File: src/rtl/capture_strobe_arbiter.sv
// Arbitrates N_REQ capture requesters onto one shared capture register using a single-clock strobe.
// Optional macro CAP_STATS_EN adds an 8-bit saturating count of completed captures on cap_cnt.
module capture_strobe_arbiter #(
    parameter int N_REQ    = 4,
    parameter int DW       = 1,
    parameter int HOLD_CYC = 2
) (
    input  logic                  clk,
    input  logic                  rst_n,
    input  logic [N_REQ-1:0]      req,
    input  logic [N_REQ*DW-1:0]   din,
    input  logic [1:0]            mode,
    output logic [N_REQ-1:0]      gnt,
    output logic [N_REQ-1:0]      ack,
    output logic                  cap_en,
    output logic [DW-1:0]         q,
    output logic                  busy,
    output logic [7:0]            cap_cnt
);

    localparam int PW = (N_REQ > 1) ? $clog2(N_REQ) : 1;
    localparam int HW = $clog2(HOLD_CYC + 1);
    localparam logic [HW-1:0] HOLD_LAST = HW'(HOLD_CYC);
    localparam logic [PW-1:0] LAST_IDX  = PW'(N_REQ - 1);

    typedef enum logic {S_IDLE, S_GRANT} state_t;

    state_t            r_state, w_state_next;
    logic [N_REQ-1:0]  r_gnt, w_gnt_next;
    logic [PW-1:0]     r_win, w_win_next;
    logic [PW-1:0]     r_rr_ptr, w_rr_ptr_next;
    logic [HW-1:0]     r_hold_cnt, w_hold_cnt_next;
    logic [DW-1:0]     r_q, w_q_next;
    logic [N_REQ-1:0]  w_low_mask;
    logic [N_REQ-1:0]  w_eligible;
    logic [PW-1:0]     w_pick;
    logic              w_capture;

    generate
        for (genvar gi = 0; gi < N_REQ; gi++) begin : g_low_mask
            assign w_low_mask[gi] = (gi < N_REQ / 2);
        end
    endgenerate

    always_comb begin
        case (mode)
            2'b10:   w_eligible = req & w_low_mask;
            2'b11:   w_eligible = '0;
            default: w_eligible = req;
        endcase
    end

    // Scan downwards so the last hit written is the first one in search order.
    always_comb begin
        int t;
        t      = 0;
        w_pick = '0;
        if (mode == 2'b00) begin
            for (int off = N_REQ - 1; off >= 0; off--) begin
                t = int'(r_rr_ptr) + off;
                if (t >= N_REQ) t = t - N_REQ;
                if (w_eligible[t]) w_pick = PW'(t);
            end
        end else begin
            for (int k = N_REQ - 1; k >= 0; k--) begin
                if (w_eligible[k]) w_pick = PW'(k);
            end
        end
    end

    // A capture needs the winner still requesting on the final hold cycle.
    assign w_capture = (r_state == S_GRANT) && (r_hold_cnt == HOLD_LAST) && req[r_win];

    always_comb begin
        w_state_next    = r_state;
        w_gnt_next      = r_gnt;
        w_win_next      = r_win;
        w_rr_ptr_next   = r_rr_ptr;
        w_hold_cnt_next = r_hold_cnt;
        w_q_next        = r_q;
        case (r_state)
            S_IDLE: begin
                if (|w_eligible) begin
                    w_gnt_next      = N_REQ'(1) << w_pick;
                    w_win_next      = w_pick;
                    w_hold_cnt_next = HW'(1);
                    w_state_next    = S_GRANT;
                end
            end
            S_GRANT: begin
                if (!req[r_win]) begin
                    w_gnt_next      = '0;
                    w_hold_cnt_next = '0;
                    w_state_next    = S_IDLE;
                end else if (r_hold_cnt == HOLD_LAST) begin
                    w_q_next        = din[r_win*DW +: DW];
                    w_rr_ptr_next   = (r_win == LAST_IDX) ? '0 : r_win + 1'b1;
                    w_gnt_next      = '0;
                    w_hold_cnt_next = '0;
                    w_state_next    = S_IDLE;
                end else begin
                    w_hold_cnt_next = r_hold_cnt + 1'b1;
                end
            end
            default: w_state_next = S_IDLE;
        endcase
    end

    always_ff @(posedge clk or negedge rst_n) begin
        if (!rst_n) begin
            r_state    <= S_IDLE;
            r_gnt      <= '0;
            r_win      <= '0;
            r_rr_ptr   <= '0;
            r_hold_cnt <= '0;
            r_q        <= '0;
        end else begin
            r_state    <= w_state_next;
            r_gnt      <= w_gnt_next;
            r_win      <= w_win_next;
            r_rr_ptr   <= w_rr_ptr_next;
            r_hold_cnt <= w_hold_cnt_next;
            r_q        <= w_q_next;
        end
    end

    assign gnt    = r_gnt;
    assign ack    = w_capture ? r_gnt : '0;
    assign cap_en = w_capture;
    assign q      = r_q;
    assign busy   = (r_state == S_GRANT);

`ifdef CAP_STATS_EN
    logic [7:0] r_cap_cnt;

    always_ff @(posedge clk or negedge rst_n) begin
        if (!rst_n) begin
            r_cap_cnt <= 8'h00;
        end else if (w_capture && (r_cap_cnt != 8'hFF)) begin
            r_cap_cnt <= r_cap_cnt + 8'h01;
        end
    end

    assign cap_cnt = r_cap_cnt;
`else
    assign cap_cnt = 8'h00;
`endif

endmodule

File: config.mk
export PLATFORM = sky130hd
export DESIGN_NAME = capture_strobe_arbiter
export DESIGN_NICKNAME = d
export VERILOG_FILES = /design/src/rtl/capture_strobe_arbiter.sv
export SDC_FILE = /design/constraint.sdc
export NUM_CORES = 1
export LEC_CHECK = 0
export CAP_MARGIN = 10
export CORE_MARGIN = 3
export CORE_UTILIZATION = 56
export CTS_CLUSTER_DIAMETER = 150
export DETAILED_ROUTE_END_ITERATION = 16
export DONT_BUFFER_PORTS = 1
export GPL_TIMING_DRIVEN = 0
export MAX_ROUTING_LAYER = met4
export PLACE_DENSITY = 0.72
export SLEW_MARGIN = 25
export SYNTH_ARGS = -nofsm -noshare
export SYNTH_HDL_FRONTEND = slang
export SYNTH_SLANG_ARGS = --single-unit
export TNS_END_PERCENT = 1
File: constraint.sdc
create_clock -name clk -period 2.73 [get_ports clk]
set_input_delay 0.546 -clock clk [delete_from_list [all_inputs] [get_ports clk]]
set_output_delay 0.546 -clock clk [all_outputs]
set_load 0.1 [all_outputs]
==> results_dict.tcl <==
set metrics [dict create \
    clock_path_buffers 2 \
    dp.final_hpwl_mm 1.23 \
    syn_avg_cell_area_um2 9.29 \
    ant_nets 0 \
    synthMuxAreaShare 0.107 \
    synthSimpleGateAreaFrac 0.223 \
    start_util 0.619 \
    route.detailed.drc 0 \
    fillers 116 \
    cts-buffers-inserted 3 \
    die_w_um 44.9 \
    arrival_ps 2090 \
    switching_power_w 0.000559 \
    powerDensity_nw_per_um2 1100 \
    cts_tree "built" \
    clock-sinks 12 \
    ys_seq_area_frac 0.355 \
    antenna_found_initial 0 \
    wirelength_mm 1.57 \
    rows 13 \
    synth_compound_area_frac 0.176 \
    rsz0062_at_grt "no" \
    grt_pass1_wl_mm 2.68 \
    max_clock_freq_mhz 379 \
    max-cap-violations 0 \
    yosysWarnings 0 \
    worstHoldPathType "reg -> reg" \
    start_kind "register" \
    viasPerCell 5.63 \
    startpoint "r_win[0]$_DFFE_PN0P_" \
    dr.pass1.iters 4 \
    synth_top_family_by_area "simple AND/OR/NAND/NOR gates" \
    gp_congestion 0.799 \
    dieArea_um2 2010 \
    relSlewSlack 0.394 \
    setup_tns_ps 0 \
    ys_ff_latch 12 \
    worstSetupPathType "reg -> out" \
    cp.required_ps 2180 \
    synthFlopType "dfrtp_1" \
    synth-edff-count 0 \
    irDropWorstVdd_v 0.000507 \
    clk_pin_slew_worst_paths_ps 70 \
    critical_path_buf_inv_count 1 \
    ys_async_sr_fraction 1.00 \
    crit_path_end_kind "output port" \
    multi_input_area_um2 470 \
    crit_chain "mux4_2, and3_1, buf_6, and2_2" \
    cpPeakStageDelay_ps 550 \
    final_nets 117 \
    critical-path-top-delay-family "simple AND/OR/NAND/NOR gates" \
    post-route-period-util 0.967 \
    drt_iter0_drc 10 \
    synthAdderAreaFrac 0.0148 \
    final.min_clock_period_ps 2640 \
    yosysUniqueCellTypes 31 \
    clock_latency_ps 280 \
    overflow 0 \
    root_buffer "clkbuf_4" \
    tightest_slew_ps 909 \
    r2r_slack_ps 900 \
    path_depth 4 \
    finalSetupViolCount 0 \
    cp_max_fo 8 \
    diodes 0 \
    worstSetupEndpoint "ack[1]" \
    p_int_w 0.000475 \
    power_frac_seq 0.547 \
    io_pins 31 \
    grt_max_degree 13 \
    track_usage 0.186 \
    skew_ps 0.480 \
    reg2reg_depth 4 \
    cpMaxStageDelayCell "mux4_2" \
    clockPowerShare 0.138 \
    synthCells 91 \
    seqCellArea_um2 302 \
    coreArea_um2 1370 \
    p_sw_frac 0.540 \
    cts_max_level 1 \
    synth_area_um2 846 \
    hold_violations 0 \
    area_growth_pct 10.9 \
    drive_gt1_frac 0.272 \
    vias 664 \
    p_total_w 0.00103 \
    outcome "finished clean" \
    rr_endpoint "r_rr_ptr[1]$_DFFE_PN0P_" \
    die_height_um 44.9 \
    portBuffers 0 \
    wl_per_cell_um 13.3 \
    p_comb_frac 0.315 \
    r2r-start "r_win[0]$_DFFE_PN0P_" \
    first_global_vias 637 \
    p_leak_nw 0.443 \
    slew_viol_final 0 \
    synth_xor_area_frac 0 \
]
-- worst min-delay path by stage --
stage                                    from                         to  cells past startpoint
floorplan                               rst_n             busy$_DFF_PN0_                      0
global placement                        rst_n         gnt[0]$_DFFE_PN0P_                      0
detailed placement                      rst_n         gnt[1]$_DFFE_PN0P_                      0
CTS                 r_hold_cnt[1]$_DFFE_PN0P_  r_hold_cnt[1]$_DFFE_PN0P_                      1
global route        r_hold_cnt[1]$_DFFE_PN0P_  r_hold_cnt[1]$_DFFE_PN0P_                      1
finish              r_hold_cnt[1]$_DFFE_PN0P_  r_hold_cnt[0]$_DFFE_PN0P_                      1
-- stage by stage --
step / hold slack [ps] / utilization / setup WS (ps) / cell area (µm²) / instances
CTS: 532 / 0.687 / 74.5 / 938 / 118
global placement: 251 / 0.652 / 41.6 / 891 / 113
floorplan: 250 / - / 116 / 872 / 98
global route: 586 / 0.687 / 14.6 / 938 / 118
detailed placement: 251 / 0.652 / 43.6 / 891 / 113
finish: 528 / 0.687 / 90.3 / 938 / 118
-- power groups by stage --
stage / clock network [W] / logic (W) / registers, W
finish: 0.000143 / 0.000326 / 0.000565
global placement: 0 / 0.000313 / 0.000564
detailed placement: 0 / 0.000323 / 0.000566
CTS: 0.000143 / 0.000327 / 0.000567
floorplan: 0 / 0.000289 / 0.000543
global route: 0.000153 / 0.000366 / 0.000584
-- final cells by class --
class / instances / share of cell area
Multi-Input combinational cell: 73 / 0.501
Inverter: 2 / 0.00800
Tap cell: 15 / 0.0200
Buffer: 11 / 0.100
Sequential cell: 12 / 0.321
Timing Repair Buffer: 1 / 0.0107
Clock buffer: 4 / 0.0387
-- cell usage in the layout, fill, tap and decap left out, drive strengths merged --
master	instances
dfrtp	12
buf	11
nand2	10
nor2	10
o21ai	10
conb	8
nor2b	5
and2	4
clkbuf	4
mux2	3
mux4	2
nand2b	2
a31oi	2
inv	2
o22ai	2
and2b	1
and3	1
o2bb2ai	1
o211ai	1
nor4	1
o211a	1
nand3b	1
a21oi	1
a311oi	1
a22o	1
o32ai	1
or2	1
nand3	1
a32o	1
ha	1
dlygate4sd3	1
-- sequential cells by signal (all words and copies together) (netlist names) --
register and count:
r_rr_ptr 2, busy 1, gnt 4, q 1, r_win 2, r_hold_cnt 2
-- synthesized netlist by cell type (2+ instances only) --
cell type,number,area share
nor2b_1,5,0.037
nand2_1,10,0.044
nor2_1,10,0.044
dfrtp_1,12,0.36
buf_4,8,0.071
mux2_4,3,0.053
o21ai_0,9,0.053
and2_2,4,0.036
o22ai_1,2,0.015
a31oi_1,2,0.015
nand2b_1,2,0.015
buf_6,3,0.040
mux4_2,2,0.053
inv_1,2,0.0089
-- what timing repair did --
item                                   in CTS  in global routing
hold buffers                                1                  0
resized for setup                           1                  0
buffers inserted                            0                  0
setup endpoints to repair                   4                  0
endpoints found under the hold margin      12                  0
-- cell families after synthesis --
kind of cell / count (synthesis)
AOI/OAI and AO/OA: 22
DFF: 12
buffers and inverters: 13
muxes: 5
adders and majority gates: 1
other: 1
and+or+nand+nor: 37
-- per-layer routing --
metal  global-route usage  vias to the layer above  wire, µm
met2                0.287                       37       733
met1                0.222                      298       667
li1                     -                      327         -
met5                    -                        -         0
met4               0.0994                        0        21
met3               0.0478                        2       148
Power figures use the tool's default switching activity.
